**src/rtl/vic_regs.sv**
```systemverilog
// VIC-style register file: CPU read/write port, raster counter, light pen
// capture, paddle sampling and decoded video/sound configuration outputs.
module vic_regs (
  input  logic        clk,
  input  logic        reset,
  input  logic        cpu_cs,
  input  logic        cpu_we,
  input  logic [3:0]  cpu_addr,
  input  logic [7:0]  cpu_din,
  output logic [7:0]  cpu_dout,
  input  logic        line_start,
  input  logic        frame_start,
  input  logic [7:0]  hpos,
  input  logic        lp_trigger,
  input  logic [7:0]  pot_x,
  input  logic [7:0]  pot_y,
  output logic [6:0]  xorigin,
  output logic [7:0]  yorigin,
  output logic [6:0]  cols,
  output logic [6:0]  rows,
  output logic        chars8x16,
  output logic        inverted,
  output logic        interlace,
  output logic [15:0] screen_addr,
  output logic [15:0] char_rom_addr,
  output logic [15:0] color_ram_addr,
  output logic [2:0]  border_color,
  output logic [3:0]  back_color,
  output logic [3:0]  aux_color,
  output logic [31:0] snd_freq,
  output logic [3:0]  snd_volume
);

  logic [7:0]  r0_q, r1_q, r2_q, r5_q, r14_q, r15_q;
  logic [6:0]  r3_q;
  logic [31:0] snd_q;
  logic [7:0]  lp_x_q, lp_y_q, pot_x_q, pot_y_q;
  logic [7:0]  cpu_dout_q;
  logic [8:0]  raster_q, raster_d;
  logic        phase_q, phase_d;
  logic        lp_armed_q, lp_armed_d;
  logic        lp_capture;
  logic [7:0]  rd_data;

  function automatic logic [15:0] vic_map(input logic [13:0] v);
    return {~v[13], 2'b00, v[12:0]};
  endfunction

  always_comb begin
    raster_d = raster_q;
    phase_d  = phase_q;
    if (frame_start) begin
      raster_d = 9'd0;
      phase_d  = 1'b0;
    end else if (line_start) begin
      phase_d = ~phase_q;
      if (phase_q && (raster_q != 9'h1FF))
        raster_d = raster_q + 9'd1;
    end
  end

  // A capture always disarms, even when frame_start arrives in the same cycle.
  assign lp_capture = lp_armed_q & lp_trigger;
  assign lp_armed_d = lp_capture ? 1'b0 : (frame_start ? 1'b1 : lp_armed_q);

  always_comb begin
    rd_data = 8'h00;
    case (cpu_addr)
      4'h0: rd_data = r0_q;
      4'h1: rd_data = r1_q;
      4'h2: rd_data = r2_q;
      4'h3: rd_data = {raster_q[0], r3_q};
      4'h4: rd_data = raster_q[8:1];
      4'h5: rd_data = r5_q;
      4'h6: rd_data = lp_x_q;
      4'h7: rd_data = lp_y_q;
      4'h8: rd_data = pot_x_q;
      4'h9: rd_data = pot_y_q;
      4'hA: rd_data = snd_q[7:0];
      4'hB: rd_data = snd_q[15:8];
      4'hC: rd_data = snd_q[23:16];
      4'hD: rd_data = snd_q[31:24];
      4'hE: rd_data = r14_q;
      4'hF: rd_data = r15_q;
      default: rd_data = 8'h00;
    endcase
  end

  always_ff @(posedge clk) begin
    if (!reset) begin
      r0_q       <= 8'h0C;
      r1_q       <= 8'h26;
      r2_q       <= 8'h96;
      r3_q       <= 7'h2E;
      r5_q       <= 8'hF0;
      r14_q      <= 8'h00;
      r15_q      <= 8'h1B;
      snd_q      <= 32'h0;
      lp_x_q     <= 8'h00;
      lp_y_q     <= 8'h00;
      pot_x_q    <= 8'h00;
      pot_y_q    <= 8'h00;
      cpu_dout_q <= 8'h00;
      raster_q   <= 9'd0;
      phase_q    <= 1'b0;
      lp_armed_q <= 1'b1;
    end else begin
      raster_q   <= raster_d;
      phase_q    <= phase_d;
      lp_armed_q <= lp_armed_d;
      if (lp_capture) begin
        lp_x_q <= hpos;
        lp_y_q <= raster_q[8:1];
      end
      if (frame_start) begin
        pot_x_q <= pot_x;
        pot_y_q <= pot_y;
      end
      if (cpu_cs && !cpu_we)
        cpu_dout_q <= rd_data;
      if (cpu_cs && cpu_we) begin
        case (cpu_addr)
          4'h0: r0_q <= cpu_din;
          4'h1: r1_q <= cpu_din;
          4'h2: r2_q <= cpu_din;
          4'h3: r3_q <= cpu_din[6:0];
          4'h5: r5_q <= cpu_din;
          4'hA: snd_q[7:0]   <= cpu_din;
          4'hB: snd_q[15:8]  <= cpu_din;
          4'hC: snd_q[23:16] <= cpu_din;
          4'hD: snd_q[31:24] <= cpu_din;
          4'hE: r14_q <= cpu_din;
          4'hF: r15_q <= cpu_din;
          default: ;
        endcase
      end
    end
  end

  assign cpu_dout       = cpu_dout_q;
  assign xorigin        = r0_q[6:0];
  assign interlace      = r0_q[7];
  assign yorigin        = r1_q;
  assign cols           = r2_q[6:0];
  assign rows           = {1'b0, r3_q[6:1]};
  assign chars8x16      = r3_q[0];
  assign screen_addr    = vic_map({r5_q[7:4], r2_q[7], 9'b0});
  assign char_rom_addr  = vic_map({r5_q[3:0], 10'b0});
  assign color_ram_addr = 16'h9400 | {6'b0, r2_q[7], 9'b0};
  assign aux_color      = r14_q[7:4];
  assign snd_volume     = r14_q[3:0];
  assign back_color     = r15_q[7:4];
  assign inverted       = r15_q[3];
  assign border_color   = r15_q[2:0];
  assign snd_freq       = snd_q;

endmodule

```
**config.mk**
```make
export PLATFORM = sky130hd
export DESIGN_NAME = vic_regs
export DESIGN_NICKNAME = d
export VERILOG_FILES = /design/src/rtl/vic_regs.sv
export SDC_FILE = /design/constraint.sdc
export NUM_CORES = 1
export LEC_CHECK = 0
export ABC_AREA = 1
export BUFFER_PORTS_ARGS = -buffer_cell sky130_fd_sc_hd__buf_2
export CAP_MARGIN = 15
export CORE_ASPECT_RATIO = 2
export CORE_MARGIN = 1.5
export CORE_UTILIZATION = 57
export DETAILED_ROUTE_END_ITERATION = 8
export GPL_TIMING_DRIVEN = 0
export HOLD_SLACK_MARGIN = 0.15
export PLACE_DENSITY = 0.86
export SETUP_SLACK_MARGIN = 0.2
export SYNTH_ARGS = -nofsm -noshare
export SYNTH_HDL_FRONTEND = slang
export SYNTH_SLANG_ARGS = --single-unit
export TNS_END_PERCENT = 5
```
**constraint.sdc**
```tcl
create_clock -name clk -period 5.3 [get_ports clk]
set_input_delay 0.53 -clock clk [delete_from_list [all_inputs] [get_ports clk]]
set_output_delay 0.53 -clock clk [all_outputs]
set_load 0.01 [all_outputs]
```
==> reports/metrics.csv <==
metric,value,unit
drt-initial-drc-count,744,
relSlewSlack,49.3,%
grt_max_degree,17,
max_freq,0.484,GHz
rsz0062_at_grt,no,
placed_cells,1282,
clk_latency,420,ps
vias,7282,
cp-end-kind,flop,
hold_class,in -> reg,
drc,0,
grt_pass1_wl,33.8,mm
hold_buffers,0,
synth_top_family_by_area,simple AND/OR/NAND/NOR gates,
die_w,78.9,um
setup_viol,0,
post_cts_buffers,0,
yosysTopAreaCell,dfxtp_1,
period_needed,2070,ps
clk_pin_slew,60,ps
yosys.area_share.simple,31.5,%
synthMuxAreaShare,0,%
antenna_found_initial,0,
synth_cell_types,25,
post-place-ws,3170,ps
maxCapViolations,0,
grt-ovfl-total,0,
finalHoldViolCount,0,
wirelength,22.1,mm
initial_core_util,58.2,%
ys_ff_latch,138,
finalNonFillerCells,1314,
crit_slowest_cell,dfxtp_1,
wl_per_cell,16.8,um
syn_area,0.00657,mm^2
cpPeakStageDelay,430,ps
portBuffers,136,
cp_common_cell,nor2_1,
tritoncts,done,
layout_setup_ws,3230,ps
p_leak,4.03,nW
cts_buffers,17,
clk_path_buf_depth,2,
layout-drive-gt1-share,21.8,%
synth_compound_area_share,12.4,%
root_buffer,clkbuf_16,
syn_area_per_cell,6.79,um^2
ys_seq_area_share,42.1,%
die_h,155,um
largest_reg_flops,32,
ant_nets,0,
skew,6.18,ps
cts_resized,0,
nFillCells,958,
powerDensity,313,mW/mm^2
rows,55,
io_pins,178,
dp_hpwl,16.5,mm
syn_inst,967,
final_nets,1204,
ys_top_cells_by_area,"dfxtp_1 42%, nand3_1 11%, nand2_1 10%",
finalMaxSlewViolations,0,
via_per_inst,5.54,
yosysTopAreaCellShare,42.1,%
start_kind,flop,
cp.arrival,2420,ps
htree_levels,4,
cts.sinks,138,
num_antenna_cells,0,
grt_usage,36.7,%
dr.pass1.iters,5,
outcome,"complete, no violations",
fin_crit_sh,39.0,%
cp_cell_sequence,ha_1 > inv_1 > nor4_1 > nand2_1 > nor2_1 > ha_1 > nor2_1 > inv_1 > nor2_1 > nand4_1 > o21ai_0 > a21oi_1,
worstSetupPathType,reg -> reg,
die-area,0.0122,mm^2
yosys.area_share.adder,0.381,%
ir_drop,0.254,mV
area_delta_synth_final,24.3,%
worst_slew_pin_slew,761,ps
gp_congestion,0.958,
synth_xor_area_share,0,%
grt_pass1_vias,6673,
yosysWarnings,0,
finalSetupTns,0,ps
path_max_fanout,7,
cp.required,5660,ps
core-area,0.0113,mm^2
-- through the flow --
stage / utilization, % / power (mW) / cell area, um^2 / hold WS [ps]
after global placement: 67.0 / 1.35 / 7570 / 447
after detailed placement: 67.0 / 1.35 / 7570 / 456
after floorplan: - / 1.27 / 6710 / 451
final: 72.4 / 2.55 / 8170 / 328
after global routing: 72.4 / 2.62 / 8170 / 328
after CTS: 72.4 / 2.54 / 8170 / 322
-- routing by layer --
metal  wire length [um]  track usage (%)  up-vias
met2              10900             62.4      487
met4               2300             34.5        0
met1               6970             35.6     3231
li1                   -                -     3419
met5                  0                0        -
met3               1950             7.91      145
-- worst paths after layout --
kind | slack (ps) | cells after the start | endpoint | startpoint
min | 330 | 3 | pot_x_q[5] | pot_x[5]
max | 3230 | 12 | raster_q[7] | raster_q[1]
min reg2reg | 470 | 2 | snd_freq[6] | snd_freq[6]
max reg2reg | 3230 | 12 | raster_q[7] | raster_q[1]
-- cell usage after synthesis --
cell type / number
ha_1: 2
inv_2: 7
a211oi_1: 1
buf_6: 1
a21oi_1: 68
nand3_4: 2
conb_1: 2
nor3_1: 2
nand4_1: 1
nor2_4: 3
buf_4: 51
nand3_1: 138
nor2_1: 150
nor4_1: 1
nor3b_1: 1
nor2_2: 5
nand2_1: 180
o21ai_0: 89
dfxtp_1: 138
inv_1: 72
nand2_2: 2
clkbuf_1: 29
buf_2: 17
o21ai_1: 4
clkinv_1: 1
-- cells in the final DEF (no fill, tap or decap), drive strengths merged --
cell        n
nor4        1
nor3        2
conb       39
bufinv      3
buf       205
clkinv      5
nor3b       1
nor2      158
nand3     140
o21ai      93
dfxtp     138
a21oi      68
clkbuf     47
clkinvlp    4
a211oi      1
ha          2
nand4       1
nand2     182
inv        82
-- area by class of cell --
type	count	area (um^2)	share of cell area, %
well taps	142	178	2.18
repair buffers	136	681	8.34
multi-input cells	688	3060	37.4
clock inverters	14	170	2.08
clock buffers	18	429	5.26
plain buffers	98	588	7.20
inverters	80	300	3.68
flip-flops and latches	138	2760	33.8
-- report_power, final --
group | total, mW | switching, mW | internal (mW)
Combinational | 0.251 | 0.168 | 0.0836
Sequential | 1.09 | 0.0204 | 1.07
Clock | 1.21 | 0.472 | 0.741
Total | 2.55 | 0.660 | 1.89
-- worst max-delay path: cells and delay by family (launching register included) --
family,cells,cell delay (ps)
fa+ha+maj,2,340
buf+inv,2,220
compound gates,2,220
simple gates,6,820
flops,1,430
-- logic make-up (layout without fill, tap and decap cells) --
logic type,Yosys count,after routing
simple gates,485,485
flops,138,138
buf+inv,178,346
other cells,2,39
fa+ha+maj,2,2
compound gates,162,162
Note: power is estimated with default switching activity, not from simulation.
